`src/rtl/dp_scrambler.sv`:
```
// Two-lane DisplayPort main-link scrambler: BS->SR substitution every 512th BS, LFSR XOR of D symbols.
// Latency: 1 dpclk, registered outputs; K flags delayed in step with data.
// Backpressure: none; accepts one 16-bit word per lane every cycle.
module dp_scrambler (
  input  logic        dpclk,
  input  logic        rst_n,
  input  logic        en,
  input  logic [15:0] dat0,
  input  logic [15:0] dat1,
  input  logic [1:0]  isk0,
  input  logic [1:0]  isk1,
  output logic [15:0] scrdat0,
  output logic [15:0] scrdat1,
  output logic [1:0]  scrisk0,
  output logic [1:0]  scrisk1
);

  localparam logic [7:0]  SYM_BS = 8'hBC;  // K28.5
  localparam logic [7:0]  SYM_SR = 8'h1C;  // K28.0
  localparam logic [15:0] SEED   = 16'hFFFF;
  localparam logic [15:0] POLY   = 16'h0039; // x^16+x^5+x^4+x^3+1, Galois taps

  // Eight Galois steps: returns the advanced LFSR and the 8-bit key.
  // Key bit k is the feedback bit of step k, so key[0] is used first.
  typedef struct packed {
    logic [15:0] lfsr;
    logic [7:0]  key;
  } adv_t;

  // Result of processing one symbol slot on both lanes.
  typedef struct packed {
    logic [7:0]  sym0;
    logic [7:0]  sym1;
    logic        k0;
    logic        k1;
    logic [15:0] lfsr;
    logic [8:0]  bscnt;
  } slot_t;

  function automatic adv_t lfsr_adv8(input logic [15:0] l_in);
    adv_t        r;
    logic [15:0] l;
    logic        fb;
    l     = l_in;
    r.key = '0;
    for (int k = 0; k < 8; k++) begin
      fb       = l[15];
      r.key[k] = fb;
      l        = {l[14:0], 1'b0} ^ (fb ? POLY : 16'h0000);
    end
    r.lfsr = l;
    return r;
  endfunction

  // One slot: substitution decided on lane 0 (lane 1 follows), scramble D
  // symbols with the shared key, then advance/reseed the LFSR.
  function automatic slot_t proc_slot(
    input logic [7:0]  d0,
    input logic [7:0]  d1,
    input logic        k0,
    input logic        k1,
    input logic [15:0] l,
    input logic [8:0]  cnt
  );
    slot_t r;
    adv_t  a;
    logic  bs0;
    logic  bs1;
    logic  sub;
    bs0     = k0 && (d0 == SYM_BS);
    bs1     = k1 && (d1 == SYM_BS);
    sub     = bs0 && (cnt == 9'd0);
    r.k0    = k0;
    r.k1    = k1;
    r.sym0  = sub ? SYM_SR : d0;
    r.sym1  = (sub && bs1) ? SYM_SR : d1;
    // Only BS on lane 0 advances the period counter; input SR does not.
    r.bscnt = cnt + {8'd0, bs0};
    a       = lfsr_adv8(l);
    if (!k0) r.sym0 = r.sym0 ^ a.key;
    if (!k1) r.sym1 = r.sym1 ^ a.key;
    // An SR on lane 0 (substituted or supplied) restarts the sequence for
    // the very next slot, which may be in the same word.
    r.lfsr  = (k0 && (r.sym0 == SYM_SR)) ? SEED : a.lfsr;
    return r;
  endfunction

  logic [15:0] lfsr_q, lfsr_d;
  logic [8:0]  bscnt_q, bscnt_d;
  logic [15:0] scrdat0_q, scrdat0_d;
  logic [15:0] scrdat1_q, scrdat1_d;
  logic [1:0]  scrisk0_q, scrisk0_d;
  logic [1:0]  scrisk1_q, scrisk1_d;
  slot_t       s0;
  slot_t       s1;

  // Next-state: two chained slot evaluations in one cycle, bypassed when disabled.
  always_comb begin
    s0        = proc_slot(dat0[7:0], dat1[7:0], isk0[0], isk1[0], lfsr_q, bscnt_q);
    s1        = proc_slot(dat0[15:8], dat1[15:8], isk0[1], isk1[1], s0.lfsr, s0.bscnt);
    lfsr_d    = SEED;
    bscnt_d   = 9'd0;
    scrdat0_d = dat0;
    scrdat1_d = dat1;
    scrisk0_d = isk0;
    scrisk1_d = isk1;
    if (en) begin
      lfsr_d    = s1.lfsr;
      bscnt_d   = s1.bscnt;
      scrdat0_d = {s1.sym0, s0.sym0};
      scrdat1_d = {s1.sym1, s0.sym1};
      scrisk0_d = {s1.k0, s0.k0};
      scrisk1_d = {s1.k1, s0.k1};
    end
  end

  // State and output registers; reset restarts the sequence and the BS period.
  always_ff @(posedge dpclk or negedge rst_n) begin
    if (!rst_n) begin
      lfsr_q    <= SEED;
      bscnt_q   <= 9'd0;
      scrdat0_q <= 16'h0000;
      scrdat1_q <= 16'h0000;
      scrisk0_q <= 2'b00;
      scrisk1_q <= 2'b00;
    end else begin
      lfsr_q    <= lfsr_d;
      bscnt_q   <= bscnt_d;
      scrdat0_q <= scrdat0_d;
      scrdat1_q <= scrdat1_d;
      scrisk0_q <= scrisk0_d;
      scrisk1_q <= scrisk1_d;
    end
  end

  assign scrdat0 = scrdat0_q;
  assign scrdat1 = scrdat1_q;
  assign scrisk0 = scrisk0_q;
  assign scrisk1 = scrisk1_q;

endmodule

```
`config.mk`:
```
export PLATFORM = sky130hd
export DESIGN_NAME = dp_scrambler
export DESIGN_NICKNAME = d
export VERILOG_FILES = /design/src/rtl/dp_scrambler.sv
export SDC_FILE = /design/constraint.sdc
export NUM_CORES = 1
export LEC_CHECK = 0
export ABC_AREA = 1
export CAP_MARGIN = 40
export CORE_ASPECT_RATIO = 1.1
export CORE_MARGIN = 2
export CORE_UTILIZATION = 45
export CTS_CLUSTER_DIAMETER = 30
export DETAILED_ROUTE_END_ITERATION = 8
export DONT_BUFFER_PORTS = 1
export GPL_TIMING_DRIVEN = 1
export PLACE_DENSITY = 0.66
export SETUP_SLACK_MARGIN = 0.1
export SYNTH_ARGS = -nofsm -noshare
export SYNTH_HDL_FRONTEND = slang
export SYNTH_SLANG_ARGS = --single-unit
```
`constraint.sdc`:
```
create_clock -name dpclk -period 3.2 [get_ports dpclk]
set_clock_uncertainty 0.05 [all_clocks]
set_input_delay 0.16 -clock dpclk [delete_from_list [all_inputs] [get_ports dpclk]]
set_output_delay 0.16 -clock dpclk [all_outputs]
set_load 0.05 [all_outputs]
```
Word level (Yosys, flattened, before mapping)
Cells that the tools add are included.
W data, S select, Z words.
Word-level totals
  flip-flop bits (word level): 61
  memories kept: 0
  input port bits: 39
  RAM bits: 0
  bits in latches: 0
  output and inout bits: 36
  ROM bits: 0
  word-level logic and storage cells: 76
Cells by class
  shift-type cells: 0
  bitwise operators: 20
  reductions and logical operators: 12
  equality and inequality tests: 6
  add/subtract/negate cells: 2
  multiplexer cells: 30
  div/mod/pow operators: 0
  $mul: 0
  order comparisons: 0
Operators by type and width (number)
  $xor A16 B6 Y16: 16
  $mux W6: 16
  $mux W16: 5
  $mux W8: 8
  $eq A8 B8 Y1 const B: 4
  $xor A8 B8 Y8: 4
  $add A9 B1 Y9: 2
  $logic_not A9 Y1: 2
  $eq A8 B5 Y1 const B: 2
  $logic_and A1 B1 Y1: 10
  $mux W9: 1

Depth between registers and ports, before layout
  depth after elaboration: 39
  depth in mapped cells: 18
  gate-level depth less buffers: 17

Least setup slack after synthesis
No wires, ideal clock.
  path kind: input -> register
  start point: input dat0[4]
  end point: register lfsr_q[5]
  path slack: 0.896 ns
  library setup time: 0.068 ns
  required time: 3.082 ns
  stages on the path: 18
  data arrival time: 2.186 ns
  path buffers: 1
  cells stage by stage: nand2_1 > inv_1 > nand3_1 > nor2_4 > ha_1 > ha_1 > nand3_1 > xor2_1 > nor2_1 > nand3_1 > nor2_1 > nand2_1 > nand2_1 > nand4_1 > nor3_2 > nand2_2 > buf_6 > nand3_1
On the way
  word-level cells in the longest chain between the ends: 22
  elaborated cells on any way between the ends: 31
  those cells by class: 1 x add/sub; 3 x eq/ne; 11 x mux; 10 x bitwise; 6 x reduce/logical
RTL lines
  from (decl): line 8  | input logic [15:0] dat0,
  $eq A8 B8 Y1: line 70  | bs0 = k0 && (d0 == SYM_BS);
  $logic_and A1 B1 Y1: line 70
  $logic_and A1 B1 Y1: line 72  | sub = bs0 && (cnt == 9'd0);
  $mux W8: line 75  | r.sym0 = sub ? SYM_SR : d0;
  $xor A8 B8 Y8: line 80  | if (!k0) r.sym0 = r.sym0 ^ a.key;
  $mux W8: line 80
  $eq A8 B5 Y1: line 84  | r.lfsr = (k0 && (r.sym0 == SYM_SR)) ? SEED : a.lfsr;
  $logic_and A1 B1 Y1: line 84
  $mux W16: line 84
  $xor A16 B6 Y16 (7 in a row): line 49  | l = {l[14:0], 1'b0} ^ (fb ? POLY : 16'h0000);
  $xor A8 B8 Y8: line 80
  $mux W8: line 80
  $eq A8 B5 Y1: line 84
  $logic_and A1 B1 Y1: line 84
  $mux W16 *: line 84
  $mux W16 *: line 107  | if (en) begin
  named net lfsr_d[5]: line 88  | logic [15:0] lfsr_q, lfsr_d;
  to (signal assigned): line 127  | lfsr_q <= lfsr_d;
  to (decl): line 88
The timed path passes the listed nets; every way through them passes the cells marked *.

Worst setup path after layout
  start point: input dat0[6]
  end point: register lfsr_q[1]
The elaborated chain is that of the path after synthesis.

==> flow_metrics.env <==
export IMPL_antenna_found_initial=0
export IMPL_yosysTopAreaCell="dfrtp_1"
export IMPL_globalRoute_totalOverflow=0
export IMPL_hold_viol=0
export IMPL_yosysWarningCount=0
export IMPL_route_final_wire_length_mm=8.76
export IMPL_clkSlewWorstSetupHoldPaths_ns=0.07
export IMPL_synthAdderAreaFrac=0.0138
export IMPL_avgRoutedWirePerCell_um=14.9
export IMPL_cts_tree="built"
export IMPL_syn_inst=437
export IMPL_fin_ws_ns=0.343
export IMPL_crit_slowest_cell="dlygate4sd3_1"
export IMPL_worstSkewPairLatency_ns=0.34
export IMPL_synth_mux_area_fraction=0
export IMPL_rsz0062_at_grt="no"
export IMPL_ios=75
export IMPL_critPathTopFamily="simple AND/OR/NAND/NOR gates"
export IMPL_crit_buf_inv=2
export IMPL_num_antenna_cells=0
export IMPL_drc_errors=0
export IMPL_ys_types=36
export IMPL_io_buffers=0
export IMPL_syn_cell_area_um2=3630
export IMPL_cp_arrival_ns=3.09
export IMPL_endpoint_kind="flop"
export IMPL_cts_max_level=3
export IMPL_outcome="finished, final reports clean"
export IMPL_rows=34
export IMPL_drive_gt1_frac=0.132
export IMPL_viasPerCell=5.08
export IMPL_fin_crit_ns=2.86
export IMPL_synth_yosys_seq_area_share=0.426
export IMPL_p_per_area_nw_per_um2=938
export IMPL_worst_pin_slew_ns=0.613
export IMPL_slew_limit_headroom=0.590
export IMPL_syn_nets=480
export IMPL_drv_cap=0
export IMPL_placed_area_um2=3700
export IMPL_synth_main_ff_cell="dfrtp_1"
export IMPL_critPathRequiredTime_ns=3.43
export IMPL_hold_class="input port to flop"
export IMPL_place_gp_congestion=0.843
export IMPL_p_leak_nw=2.07
export IMPL_synth_compound_area_frac=0.0455
export IMPL_clock_sink_count=61
export IMPL_syn_avg_cell_area_um2=8.31
export IMPL_reg2reg_slack_ns=0.55
export IMPL_drtIter0Drc=104
export IMPL_grt_max_degree=62
export IMPL_post_synth_top_count_cell="nand2_1"
export IMPL_area_growth_pct=19.2
export IMPL_synth_edf_count=0
export IMPL_start_kind="input port"
export IMPL_ant_nets=0
export IMPL_synth_area_leaders="dfrtp_1, dfstp_2, xor2_1"
export IMPL_pre_cts_ws_ns=0.516
export IMPL_max_freq_mhz=350
export IMPL_slowest_delay_ns=0.54
export IMPL_final_setup_tns_ns=0
export IMPL_fin_total_pwr_mw=4.06
export IMPL_synth_top_area_share=0.310
export IMPL_postLayoutCellArea_um2=4330
export IMPL_grt_pass1_vias=3029
export IMPL_fp_dieW_um=89.7
export IMPL_drt_pass1_iterations=4
export IMPL_start_util=0.462
export IMPL_min_period_over_period=0.893
export IMPL_nets=517
export IMPL_worst_path_most_repeated_cell="nand3_1"
export IMPL_cts_buffers=9
export IMPL_crit_chain="dlygate4sd3_1 -> inv_1 -> nand3_1 -> nor2_4 -> ha_1 -> ha_1 -> nand3_1 -> xor2_1 -> nor2_1 -> nand3_1 -> nor2_1 -> nand2_1 -> nand2_1 -> nand4_1 -> nor3_4 -> nand2_4 -> nand3_1"
export IMPL_core_area_um2=7870
export IMPL_ir_worst_vdd_mv=0.376
export IMPL_report_final_slew_viol_count=0
export IMPL_synthSimpleGateAreaFrac=0.263
export IMPL_worstSetupPathType="input port to flop"
export IMPL_grtUsageTotal=0.211
export IMPL_synth_xor_area_frac=0.166
export IMPL_synth_seq_cells=61
export IMPL_grt_first_pass_wirelength_mm=14.1
export IMPL_die_height_um=98.2
export IMPL_async_flop_share=1.00
export IMPL_dpl_hpwl_mm=5.79
export IMPL_synth_top_family_by_area="simple AND/OR/NAND/NOR gates"
export IMPL_synth_top_cells_by_count="nand2_1, inv_1, dfrtp_1, nor2_1"
export IMPL_crit_path_max_fanout=8
export IMPL_finalSetupViolCount=0
export IMPL_design_die_area_um2=8810
export IMPL_cts_root_buf="clkbuf_8"
export IMPL_cts_buffer_depth=2
export IMPL_post_cts_buffers=0
export IMPL_vias=2980
metrics by stage:
stage	instances	utilization	hold WS, ns
2_1_floorplan	437	-	-0.186
3_3_place_gp	531	0.470	-0.185
3_5_place_dp	531	0.470	-0.185
4_1_cts	586	0.547	0.00888
5_1_grt	587	0.550	0.0154
6_report	587	0.550	0.00586
worst reg2reg max path, stage by stage, from the launching register on:
cell	delay, ns
dfstp_2	0.64
nand2_2	0.08
xor2_1	0.16
nor2_2	0.27
nand4_4	0.18
nor2_2	0.42
nor2_1	0.23
inv_1	0.17
nand2_1	0.09
o21ai_0	0.07
nand3_1	0.08
nand2_1	0.06
nand3_1	0.07
cells by family (layout without fill, tap and decap cells):
kind of cell | count (synthesis) | in the layout
xor gates and xnor gates | 69 | 69
adders and majority gates | 4 | 4
buffers and inverters | 77 | 118
and+or+nand+nor | 198 | 199
AOI/OAI and AO/OA | 28 | 28
DFF | 61 | 61
registers in the layout (all words and copies together), names as in the netlist:
register	flops
scrisk1	2
lfsr_q	16
bscnt_q	9
scrdat1	16
scrdat0	16
scrisk0	2
per-layer routing:
layer  part of all wire  wire [µm]  vias up  GRT usage
met1               0.41       3590     1423      0.262
met2               0.51       4430      110      0.346
met3              0.059        518       20     0.0473
met5                  0          0        -          0
li1                   -          -     1427          -
met4              0.025        221        0     0.0907
final timing paths:
path / start / endpoint / depth (start not counted)
hold reg to reg: lfsr_q[12]$_DFF_PN1_ / scrdat1[3]$_DFF_PN0_ / 2
setup reg to reg: lfsr_q[9]$_DFF_PN1_ / lfsr_q[5]$_DFF_PN1_ / 12
hold / removal: en / scrdat0[3]$_DFF_PN0_ / 3
setup / recovery: dat0[6] / lfsr_q[1]$_DFF_PN1_ / 17
min in group asynchronous: rst_n / scrisk1[1]$_DFF_PN0_ / 2
max in group asynchronous: rst_n / lfsr_q[14]$_DFF_PN1_ / 2
cell type report:
type	instances	area, µm²
Multi-Input combinational cell	300	1800
Clock buffer	12	145
Fill cell	720	3540
Timing Repair Buffer	40	425
Inverter	62	233
Tap cell	108	135
Clock inverter	4	47.5
Sequential cell	61	1550
where the power goes:
part / switching [mW] / internal (mW)
Sequential: 0.523 / 1.02
Combinational: 1.06 / 0.778
Clock: 0.301 / 0.379
Total: 1.88 / 2.18
cell usage in the layout (no fill, tap or decap), types with 5 or more instances in the layout:
cell	n
xnor2_1	31
nand2_1	85
xor2_1	38
clkbuf_8	10
nor2_1	39
a21oi_1	5
nand3_1	38
nand4_1	6
inv_1	59
dfrtp_1	45
o21ai_0	17
nand3_2	9
dlygate4sd3_1	37
dfstp_2	16
repair_timing:
item                                   CTS  global route
setup endpoints to repair                0            16
endpoints found under the hold margin  118             0
resized for setup                        0             3
hold buffers                            39             0
No activity file was read; power rests on OpenSTA's default activity.
